--- src/rtl/window_max_tracker.sv ---
// Windowed running-maximum tracker built around a gate-level
// 4-bit magnitude comparator; publishes max and index per window.
module fourbit_greater_than (
    input  logic [3:0] a,
    input  logic [3:0] b,
    output logic       gt
);
    logic [3:0] w_eq;
    logic [3:0] w_win;

    assign w_eq  = ~(a ^ b);
    assign w_win = a & ~b;

    // Decide at the most significant bit position where a and b differ
    assign gt = w_win[3]
              | (w_eq[3] & w_win[2])
              | (w_eq[3] & w_eq[2] & w_win[1])
              | (w_eq[3] & w_eq[2] & w_eq[1] & w_win[0]);
endmodule

module window_max_tracker #(
    parameter int WINDOW = 8,
    parameter int IDX_W  = 3
) (
    input  logic             clk,
    input  logic             reset,
    input  logic             clr,
    input  logic             in_valid,
    input  logic [3:0]       in_data,
    output logic [3:0]       res_max,
    output logic [IDX_W-1:0] res_idx,
    output logic             res_valid,
    output logic             done_tick,
    output logic             busy
);
    typedef enum logic {
        IDLE = 1'b0,
        RUN  = 1'b1
    } state_t;

    localparam logic [IDX_W-1:0] LAST = IDX_W'(WINDOW - 1);

    state_t           r_state;
    state_t           w_state_nxt;
    logic [IDX_W-1:0] r_cnt;
    logic [3:0]       r_cur_max;
    logic [IDX_W-1:0] r_cur_idx;
    logic [3:0]       r_res_max;
    logic [IDX_W-1:0] r_res_idx;
    logic             r_res_valid;
    logic             r_done;

    logic             w_accept;
    logic             w_last;
    logic             w_gt;
    logic             w_finish;

    fourbit_greater_than u_cmp (
        .a  (in_data),
        .b  (r_cur_max),
        .gt (w_gt)
    );

    assign w_accept = in_valid & ~clr;
    assign w_last   = (r_cnt == LAST);

    always_ff @(posedge clk or posedge reset) begin
        if (reset) begin
            r_state <= IDLE;
        end else begin
            r_state <= w_state_nxt;
        end
    end

    always_comb begin
        w_state_nxt = r_state;
        w_finish    = 1'b0;
        if (clr) begin
            w_state_nxt = IDLE;
        end else if (w_accept) begin
            unique case (r_state)
                IDLE: w_state_nxt = RUN;
                RUN: begin
                    if (w_last) begin
                        w_state_nxt = IDLE;
                        w_finish    = 1'b1;
                    end
                end
                default: w_state_nxt = IDLE;
            endcase
        end
    end

    always_ff @(posedge clk or posedge reset) begin
        if (reset) begin
            r_cnt       <= '0;
            r_cur_max   <= '0;
            r_cur_idx   <= '0;
            r_res_max   <= '0;
            r_res_idx   <= '0;
            r_res_valid <= 1'b0;
            r_done      <= 1'b0;
        end else begin
            r_done <= w_finish;
            if (clr) begin
                r_cnt     <= '0;
                r_cur_max <= '0;
                r_cur_idx <= '0;
            end else if (w_accept) begin
                if (r_state == IDLE) begin
                    r_cur_max <= in_data;
                    r_cur_idx <= '0;
                    r_cnt     <= IDX_W'(1);
                end else if (w_last) begin
                    r_res_max   <= w_gt ? in_data : r_cur_max;
                    r_res_idx   <= w_gt ? r_cnt : r_cur_idx;
                    r_res_valid <= 1'b1;
                    r_cnt       <= '0;
                end else begin
                    if (w_gt) begin
                        r_cur_max <= in_data;
                        r_cur_idx <= r_cnt;
                    end
                    r_cnt <= r_cnt + 1'b1;
                end
            end
        end
    end

    assign res_max   = r_res_max;
    assign res_idx   = r_res_idx;
    assign res_valid = r_res_valid;
    assign done_tick = r_done;
    assign busy      = (r_state == RUN);
endmodule

--- config.mk ---
export PLATFORM = sky130hd
export DESIGN_NAME = window_max_tracker
export DESIGN_NICKNAME = d
export VERILOG_FILES = /design/src/rtl/window_max_tracker.sv
export SDC_FILE = /design/constraint.sdc
export NUM_CORES = 1
export LEC_CHECK = 0
export ABC_AREA = 0
export ABC_CLOCK_PERIOD_IN_PS = 4150
export CORE_UTILIZATION = 52
export DETAILED_ROUTE_END_ITERATION = 10
export GPL_TIMING_DRIVEN = 0
export PLACE_DENSITY = 0.89
export SLEW_MARGIN = 20
export SYNTH_ARGS = -nofsm -noshare
export SYNTH_HDL_FRONTEND = slang
export SYNTH_SLANG_ARGS = --single-unit
--- constraint.sdc ---
create_clock -name clk -period 4.15 [get_ports clk]
set_clock_uncertainty 0.05 [all_clocks]
set_input_delay 0.83 -clock clk [delete_from_list [all_inputs] [get_ports clk]]
set_output_delay 0.83 -clock clk [all_outputs]
set_load 0.005 [all_outputs]
==> flow_summary.ini, run 1 <==
[run_status]
status = complete, no violations

[floorplan]
die_h_um = 46.9
fp.dieArea_um2 = 2190
fp-row-count = 15
core_um2 = 1800
ios = 18
die_x_um = 46.9
start_util_pct = 58.1

[placed_design]
dpl.hpwl_um = 1670
dp_cells = 145
dpl_worst_slack_ns = 1.33
port_buffers = 17
routabilityCongestion = 0.847

[min_path]
min_to = res_valid
holdPathStages = 1
hold_path.class = reg -> reg
min_from = res_valid

[logic_synthesis]
synth_fp_nets = 116
syn_area_per_cell_um2 = 10.2
yosysSeqAreaShare_pct = 47.8
ys_ff_latch = 20
syn_inst = 103
ys_types = 30
ys_warn_count = 0
syn_area_um2 = 1050

[global_routing]
grt.overflow.total = 0
grt_max_degree = 21
grt_pass1_vias = 826
grt_pass1_wl_um = 3530
antenna_found_initial = 0
grt_usage_pct = 22.7

[clock_tree]
htreeDepth = 1
cts_hold_buf = 0
cts_tree = yes
cts_setup_buffers = 0
cts_max_path_buffers = 2
clock_latency_ns = 0.30
clkSlewWorstSetupHoldPaths_ns = 0.11
clockRootBuffer = clkbuf_4
clkSinkCount = 20
cts-resized-gates = 0
numCtsBuffers = 3

[route]
vias_per_cell = 5.99
dr_wl_met2_um = 1170
drt-met1-wl_um = 930
vias = 892
wl_um = 2190
maxUsedRoutingLayer = met4
drt_iter0_drc = 32
drc = 0
avgRoutedWirePerCell_um = 14.7
wl_met3_um = 79
ant_nets = 0
firstDrtPassIters = 4

[timing]
setup_viol = 0
worst_pin_slew_ns = 0.736
min_period_ns = 2.53
slew_viol_final = 0
timing.setup.tns_ns = 0
period_share_pct = 61.1
slew_headroom_pct = 50.9
worst_slack_ns = 1.62
rsz0062_at_grt = no
hold_viol_final = 0
fmax_mhz = 395

[setup_path]
r2r-start = r_cur_max[2]
critPathMaxFanout = 10
start_kind = input port
worstSetupPathType = in -> reg
cp.depth = 6
crit_slowest_cell = clkdlybuf4s50_1
r2r_slack_ns = 2.22
cp.required_ns = 4.30
ff2ff_path_depth = 6
crit_path_end_kind = flip-flop
r2r_end = r_cur_idx[1]
path_cells = clkdlybuf4s50_1 > ha_1 > a21o_1 > a21oi_4 > nand2_1 > a32o_2
critPathBufInv = 1
cpPeakStageDelay_ns = 0.46
cpLargestDelayFamily = compound AO/OA/AOI/OAI gates
worstPathArrival_ns = 2.68

[cells_and_area]
syn_to_final_growth_pct = 24.3
multiInputGateArea_um2 = 513
final_cell_mix = 20 x dfrtp_1, 17 x clkdlybuf4s50_1, 10 x o21ai_0, 10 x nor2_1, 9 x a21oi_1
layoutNonFillerInstCount = 149
final_common_cell = dfrtp_1
seqCellArea_um2 = 500
nFillCells = 135
layout-drive-gt1-share_pct = 14.5
final_util_pct = 72.2
nNetsFinal = 138
diodes = 0

[power_and_ir_drop]
power_leakage_nw = 0.602
power_uw = 425
ir_worst_vdd_mv = 0.226
power-per-cell-area_nw_per_um2 = 327

[job]
maxCapViolations = 0
[per-layer routing]
layer	vias to the layer above	global-route usage, %
met2	26	40.6
li1	425	-
met4	0	5.71
met5	-	0
met3	2	3.85
met1	439	28.6
[logic make-up (layout without fill, tap and decap cells)]
| group | Yosys count | count (layout) | share of synthesized area (%) |
|---|---|---|---|
| AO/OA/AOI/OAI | 40 | 40 | 26.6 |
| adder cells (fa/ha/maj) | 5 | 5 | 5.98 |
| buffers and inverters | 8 | 29 | 3.11 |
| flip-flops | 20 | 20 | 47.8 |
| AND/OR/NAND/NOR | 30 | 30 | 16.5 |
[power breakdown]
part | total, mW | leakage [nW] | switching (mW) | internal (mW)
registers | 0.203 | 0.274 | 0.00416 | 0.199
logic | 0.0629 | 0.300 | 0.0366 | 0.0263
clock network | 0.158 | 0.0279 | 0.0607 | 0.0975
[state kept, by name, indices dropped and copies added, names as in the netlist]
name       flops
r_cnt          3
res_valid      1
r_cur_max      4
res_max        4
res_idx        3
r_cur_idx      3
done_tick      1
busy           1
[layout make-up]
| cell class | instances | area share (%) |
|---|---|---|
| plain buffers | 2 | 0.770 |
| clock buffers | 3 | 1.73 |
| clock inverters | 1 | 2.31 |
| inverters | 6 | 1.73 |
| multi-input cells | 75 | 39.5 |
| flip-flops and latches | 20 | 38.5 |
| well taps | 25 | 2.41 |
| repair buffers | 17 | 13.1 |
[synth_stat cells (all sizes together)]
library cell	instances	area share, %
dfrtp	20	48
o21ai	11	5.3
a21oi	10	5.9
nor2	10	3.6
a31oi	7	4.2
inv	6	2.2
ha	5	6.0
nand2	5	2.5
nand2b	5	3.0
nand3	4	2.4
a22o	3	2.5
a32o	3	3.2
a21o	2	1.6
buf	2	0.96
nor3	2	1.4
a31o	1	1.7
a32oi	1	0.84
and2	1	0.72
and2b	1	0.72
and4b	1	1.3
nor4b	1	0.84
o211ai	1	0.72
o31ai	1	0.72
[metrics by stage]
| step | cell area, µm² | hold slack, ns |
|---|---|---|
| floorplan | 1050 | 0.409 |
| detailed placement | 1250 | 0.420 |
| finish | 1300 | 0.447 |
| CTS | 1300 | 0.449 |
| global route | 1300 | 0.469 |
| global placement | 1250 | 0.402 |
[worst reg2reg max path: stages (launching register included)]
cell and delay (ns):
dfrtp_1 0.39, inv_1 0.05, ha_1 0.35, a21o_1 0.23, a21oi_4 0.32, nand2_1 0.16
a32o_2 0.29
[worst max path at each step]
| stage | startpoint | endpoint | slack (ns) |
|---|---|---|---|
| global route | in_data[2] | r_cur_idx[1] | 1.58 |
| CTS | in_data[2] | r_cur_idx[1] | 1.64 |
| floorplan | in_data[2] | r_cur_idx[0] | 1.98 |
| global placement | in_data[2] | r_cur_idx[0] | 1.40 |
| detailed placement | in_data[2] | r_cur_idx[2] | 1.33 |
| finish | in_data[2] | r_cur_idx[1] | 1.62 |
Note: power is estimated with default switching activity, not from simulation.
==> run 2: changes to the inputs <==
--- a/config.mk
+++ b/config.mk
@@ -6,11 +6,11 @@
 export NUM_CORES = 1
 export LEC_CHECK = 0
 export ABC_AREA = 0
-export ABC_CLOCK_PERIOD_IN_PS = 4150
-export CORE_UTILIZATION = 52
+export ABC_CLOCK_PERIOD_IN_PS = 2550
+export CORE_UTILIZATION = 51
 export DETAILED_ROUTE_END_ITERATION = 10
 export GPL_TIMING_DRIVEN = 0
-export PLACE_DENSITY = 0.89
+export PLACE_DENSITY = 0.87
 export SLEW_MARGIN = 20
 export SYNTH_ARGS = -nofsm -noshare
 export SYNTH_HDL_FRONTEND = slang
==> constraint.sdc (replaced) <==
create_clock -name clk -period 2.55 [get_ports clk]
set_clock_uncertainty 0.05 [all_clocks]
set_input_delay 0.51 -clock clk [delete_from_list [all_inputs] [get_ports clk]]
set_output_delay 0.51 -clock clk [all_outputs]
set_load 0.005 [all_outputs]
==> flow_summary.ini, run 2 (synthesis gave the netlist of run 1 again) <==
[setup_path]
r2r-start = r_cur_max[2]
start_kind = input port
cp.required_ns = 2.71
crit_path_end_kind = flip-flop
r2r_slack_ns = 0.63
worstSetupPathType = in -> reg
r2r_end = r_cur_max[3]
critPathMaxFanout = 10
ff2ff_path_depth = 6
worstPathArrival_ns = 2.33

[power_and_ir_drop]
clockPowerShare_pct = 37.7
power_leakage_nw = 0.602
p_seq_share_pct = 47.7
ir_worst_vdd_mv = 0.532
swShare_pct = 24.3
power_uw = 695
p_sw_uw = 169
p_int_uw = 526
combinationalPowerShare_pct = 14.6
power-per-cell-area_nw_per_um2 = 533

[cells_and_area]
nFillCells = 152
seqCellArea_um2 = 500
final_cell_mix = 20 x dfrtp_1, 17 x clkdlybuf4s50_1, 10 x o21ai_0, 10 x nor2_1, 9 x a21oi_1
layoutNonFillerInstCount = 151
multiInputGateArea_um2 = 513
layout-drive-gt1-share_pct = 14.5
nNetsFinal = 138
syn_to_final_growth_pct = 24.5
final_common_cell = dfrtp_1
diodes = 0

[floorplan]
start_util_pct = 53.9
die_h_um = 47.3
ios = 18
die_x_um = 47.3
fp-row-count = 16
core_um2 = 1940
fp.dieArea_um2 = 2240

[placed_design]
routabilityCongestion = 0.863
port_buffers = 17
dpl_worst_slack_ns = 0.0912
dpl.hpwl_um = 1530
dp_cells = 147

[clock_tree]
cts-resized-gates = 0
numCtsBuffers = 3
clkSlewWorstSetupHoldPaths_ns = 0.12
cts_setup_buffers = 0
clkSinkCount = 20
htreeDepth = 1
cts_tree = yes
clock_latency_ns = 0.31
cts_hold_buf = 0
cts_max_path_buffers = 2
clockRootBuffer = clkbuf_4

[min_path]
min_from = res_valid
min_to = res_valid
hold_path.class = reg -> reg
holdPathStages = 1

[route]
firstDrtPassIters = 4
avgRoutedWirePerCell_um = 14.4
drc = 0
wl_um = 2170
vias = 876
ant_nets = 0
vias_per_cell = 5.80
drt_iter0_drc = 23

[timing]
fmax_mhz = 461
period_share_pct = 85.1
worst_pin_slew_ns = 0.727
fin_hold_ws_ns = 0.427
rsz0062_at_grt = no
setup_viol = 0
min_period_ns = 2.17
hold_viol_final = 0
slew_headroom_pct = 51.5
slew_viol_final = 0
timing.setup.tns_ns = 0
worst_slack_ns = 0.379

[global_routing]
antenna_found_initial = 0
grt.overflow.total = 0
grt_pass1_wl_um = 3440
grt_usage_pct = 22.4
grt_max_degree = 21
grt_pass1_vias = 778

[job]
maxCapViolations = 0

[run_status]
status = complete, no violations
run 2: cell counts in the layout (fill, tap and decap cells not counted):
No cell type changed its count.
run 2: how the worst max path moves through the flow:
stage | start | end | slack (ns) | depth (start not counted)
2_1_floorplan | in_data[2] | r_cur_idx[0] | 0.70 | 5
3_3_place_gp | in_data[2] | r_cur_idx[2] | 0.12 | 6
3_5_place_dp | in_data[2] | r_cur_idx[2] | 0.09 | 6
4_1_cts | in_data[2] | r_cur_idx[2] | 0.42 | 6
5_1_grt | in_data[2] | r_cur_max[3] | 0.34 | 6
6_report | in_data[2] | r_cur_max[3] | 0.38 | 6
run 2: through the flow:
| stage | utilization (%) | cell area [µm²] |
|---|---|---|
| 2_1_floorplan | - | 1050 |
| 5_1_grt | 67.1 | 1300 |
| 3_3_place_gp | 64.4 | 1250 |
| 6_report | 67.1 | 1300 |
| 3_5_place_dp | 64.4 | 1250 |
| 4_1_cts | 67.1 | 1300 |
run 2: layout make-up:
cell class / count / share of cell area, %
Multi-Input combinational cell: 75 / 39.4
Sequential cell: 20 / 38.4
Timing Repair Buffer: 17 / 13.1
Tap cell: 27 / 2.59
Clock inverter: 1 / 2.31
Clock buffer: 3 / 1.73
Inverter: 6 / 1.73
Buffer: 2 / 0.768
run 2: worst max-delay path: stages:
cell and delay (ns):
clkdlybuf4s50_1 0.45, ha_1 0.39, a21o_1 0.22, a21oi_4 0.31, a31oi_1 0.22, a22o_1 0.22
run 2: routing by layer:
metal | routed length [µm] | vias to the layer above | track usage [%]
li1 | - | 423 | -
met1 | 956 | 420 | 28.9
met2 | 1090 | 30 | 36.7
met3 | 107 | 3 | 2.69
met4 | 23 | 0 | 11.4
met5 | 0 | - | 0
run 2: power groups by stage:
stage,Combinational [mW],Sequential [mW],Clock [mW]
2_1_floorplan,0.0691,0.335,0
3_3_place_gp,0.0961,0.337,0
3_5_place_dp,0.0989,0.337,0
4_1_cts,0.101,0.331,0.263
5_1_grt,0.112,0.332,0.278
6_report,0.101,0.331,0.262
==> run 3: changes to the inputs <==
--- a/config.mk
+++ b/config.mk
@@ -7,6 +7,7 @@
 export LEC_CHECK = 0
 export ABC_AREA = 0
 export ABC_CLOCK_PERIOD_IN_PS = 2550
+export CORE_MARGIN = 4
 export CORE_UTILIZATION = 51
 export DETAILED_ROUTE_END_ITERATION = 10
 export GPL_TIMING_DRIVEN = 0
==> flow_summary.ini, run 3 (synthesis gave the netlist of run 1 again) <==
[timing]
period_share_pct = 85.0
hold_viol_final = 0
slew_viol_final = 0
slew_headroom_pct = 49.8
worst_slack_ns = 0.382
min_period_ns = 2.17
fin_hold_ws_ns = 0.435
timing.setup.tns_ns = 0
rsz0062_at_grt = no
fmax_mhz = 461
worst_pin_slew_ns = 0.752
setup_viol = 0

[power_and_ir_drop]
power_leakage_nw = 0.602
power-per-cell-area_nw_per_um2 = 529
ir_worst_vdd_mv = 0.300

[route]
ant_nets = 0
vias = 886
firstDrtPassIters = 4
drc = 0
drt_iter0_drc = 19
avgRoutedWirePerCell_um = 14.2
vias_per_cell = 5.87
wl_um = 2150

[cells_and_area]
nFillCells = 167
syn_to_final_growth_pct = 24.5
diodes = 0
nNetsFinal = 138
layoutNonFillerInstCount = 151
final_common_cell = dfrtp_1
layout-drive-gt1-share_pct = 14.5
final_cell_mix = 20 x dfrtp_1, 17 x clkdlybuf4s50_1, 10 x o21ai_0, 10 x nor2_1, 9 x a21oi_1

[floorplan]
core_um2 = 1960
die_h_um = 53.3
die_x_um = 53.3
start_util_pct = 53.3
fp-row-count = 16
ios = 18
fp.dieArea_um2 = 2840

[placed_design]
routabilityCongestion = 0.806
dpl_worst_slack_ns = 0.0701
dp_cells = 147
dpl.hpwl_um = 1590
port_buffers = 17

[run_status]
status = complete, no violations

[clock_tree]
cts_hold_buf = 0
clkSinkCount = 20
htreeDepth = 1
clock_latency_ns = 0.30
clockRootBuffer = clkbuf_4
clkSlewWorstSetupHoldPaths_ns = 0.11
numCtsBuffers = 3
cts_max_path_buffers = 2
cts_tree = yes
cts_setup_buffers = 0
cts-resized-gates = 0

[global_routing]
grt_pass1_wl_um = 3310
grt_usage_pct = 15.9
grt_max_degree = 21
grt.overflow.total = 0
grt_pass1_vias = 800
antenna_found_initial = 0

[setup_path]
crit_path_end_kind = flip-flop
start_kind = input port
worstPathArrival_ns = 2.32
critPathMaxFanout = 10
cp.required_ns = 2.70
worstSetupPathType = in -> reg

[min_path]
hold_path.class = reg -> reg

[job]
maxCapViolations = 0
run 3: cell counts in the layout (fill, tap and decap cells not counted):
Identical to the previous run, type by type.
run 3: layout make-up:
class	count	area, µm²	area share (%)
Multi-Input combinational cell	75	513	39.4
Clock inverter	1	30.0	2.31
Tap cell	27	33.8	2.59
Inverter	6	22.5	1.73
Sequential cell	20	500	38.4
Clock buffer	3	22.5	1.73
Buffer	2	10.0	0.768
Timing Repair Buffer	17	170	13.1
run 3: per-layer routing:
metal	up-vias	wire, µm	share of wire [%]	GRT usage [%]
met5	-	0	0	0
met4	0	33	1.5	6.81
met3	6	122	5.7	2.54
met2	24	1030	48	26.7
met1	430	962	45	19.9
li1	426	-	-	-
run 3: report_power, final:
| part | total (mW) | leakage [nW] | internal, mW | switching (mW) |
|---|---|---|---|---|
| logic | 0.101 | 0.300 | 0.0426 | 0.0580 |
| registers | 0.331 | 0.274 | 0.324 | 0.00721 |
| clock network | 0.256 | 0.0279 | 0.159 | 0.0977 |
| total | 0.689 | 0.602 | 0.526 | 0.163 |
run 3: final timing paths:
path | start | end | slack [ns] | depth (start not counted)
setup reg to reg | r_cur_max[2] | r_cur_max[2] | 0.63 | 6
setup / recovery | in_data[2] | r_cur_max[2] | 0.38 | 6
max in group asynchronous | reset | r_cnt[1] | 1.40 | 2
hold reg to reg | res_valid | res_valid | 0.43 | 1
hold / removal | res_valid | res_valid | 0.43 | 1
min in group asynchronous | reset | r_cur_idx[2] | 0.58 | 2
run 3: critical path, stage by stage:
cell	delay, ns
clkdlybuf4s50_1	0.45
ha_1	0.38
a21o_1	0.22
a21oi_4	0.30
a31oi_1	0.24
a22o_1	0.23
run 3: through the flow:
step | utilization (%) | instance area (µm²) | total power, mW
finish | 66.4 | 1300 | 0.689
global route | 66.4 | 1300 | 0.718
CTS | 66.4 | 1300 | 0.695
detailed placement | 63.7 | 1250 | 0.438
global placement | 63.7 | 1250 | 0.433
floorplan | - | 1050 | 0.405
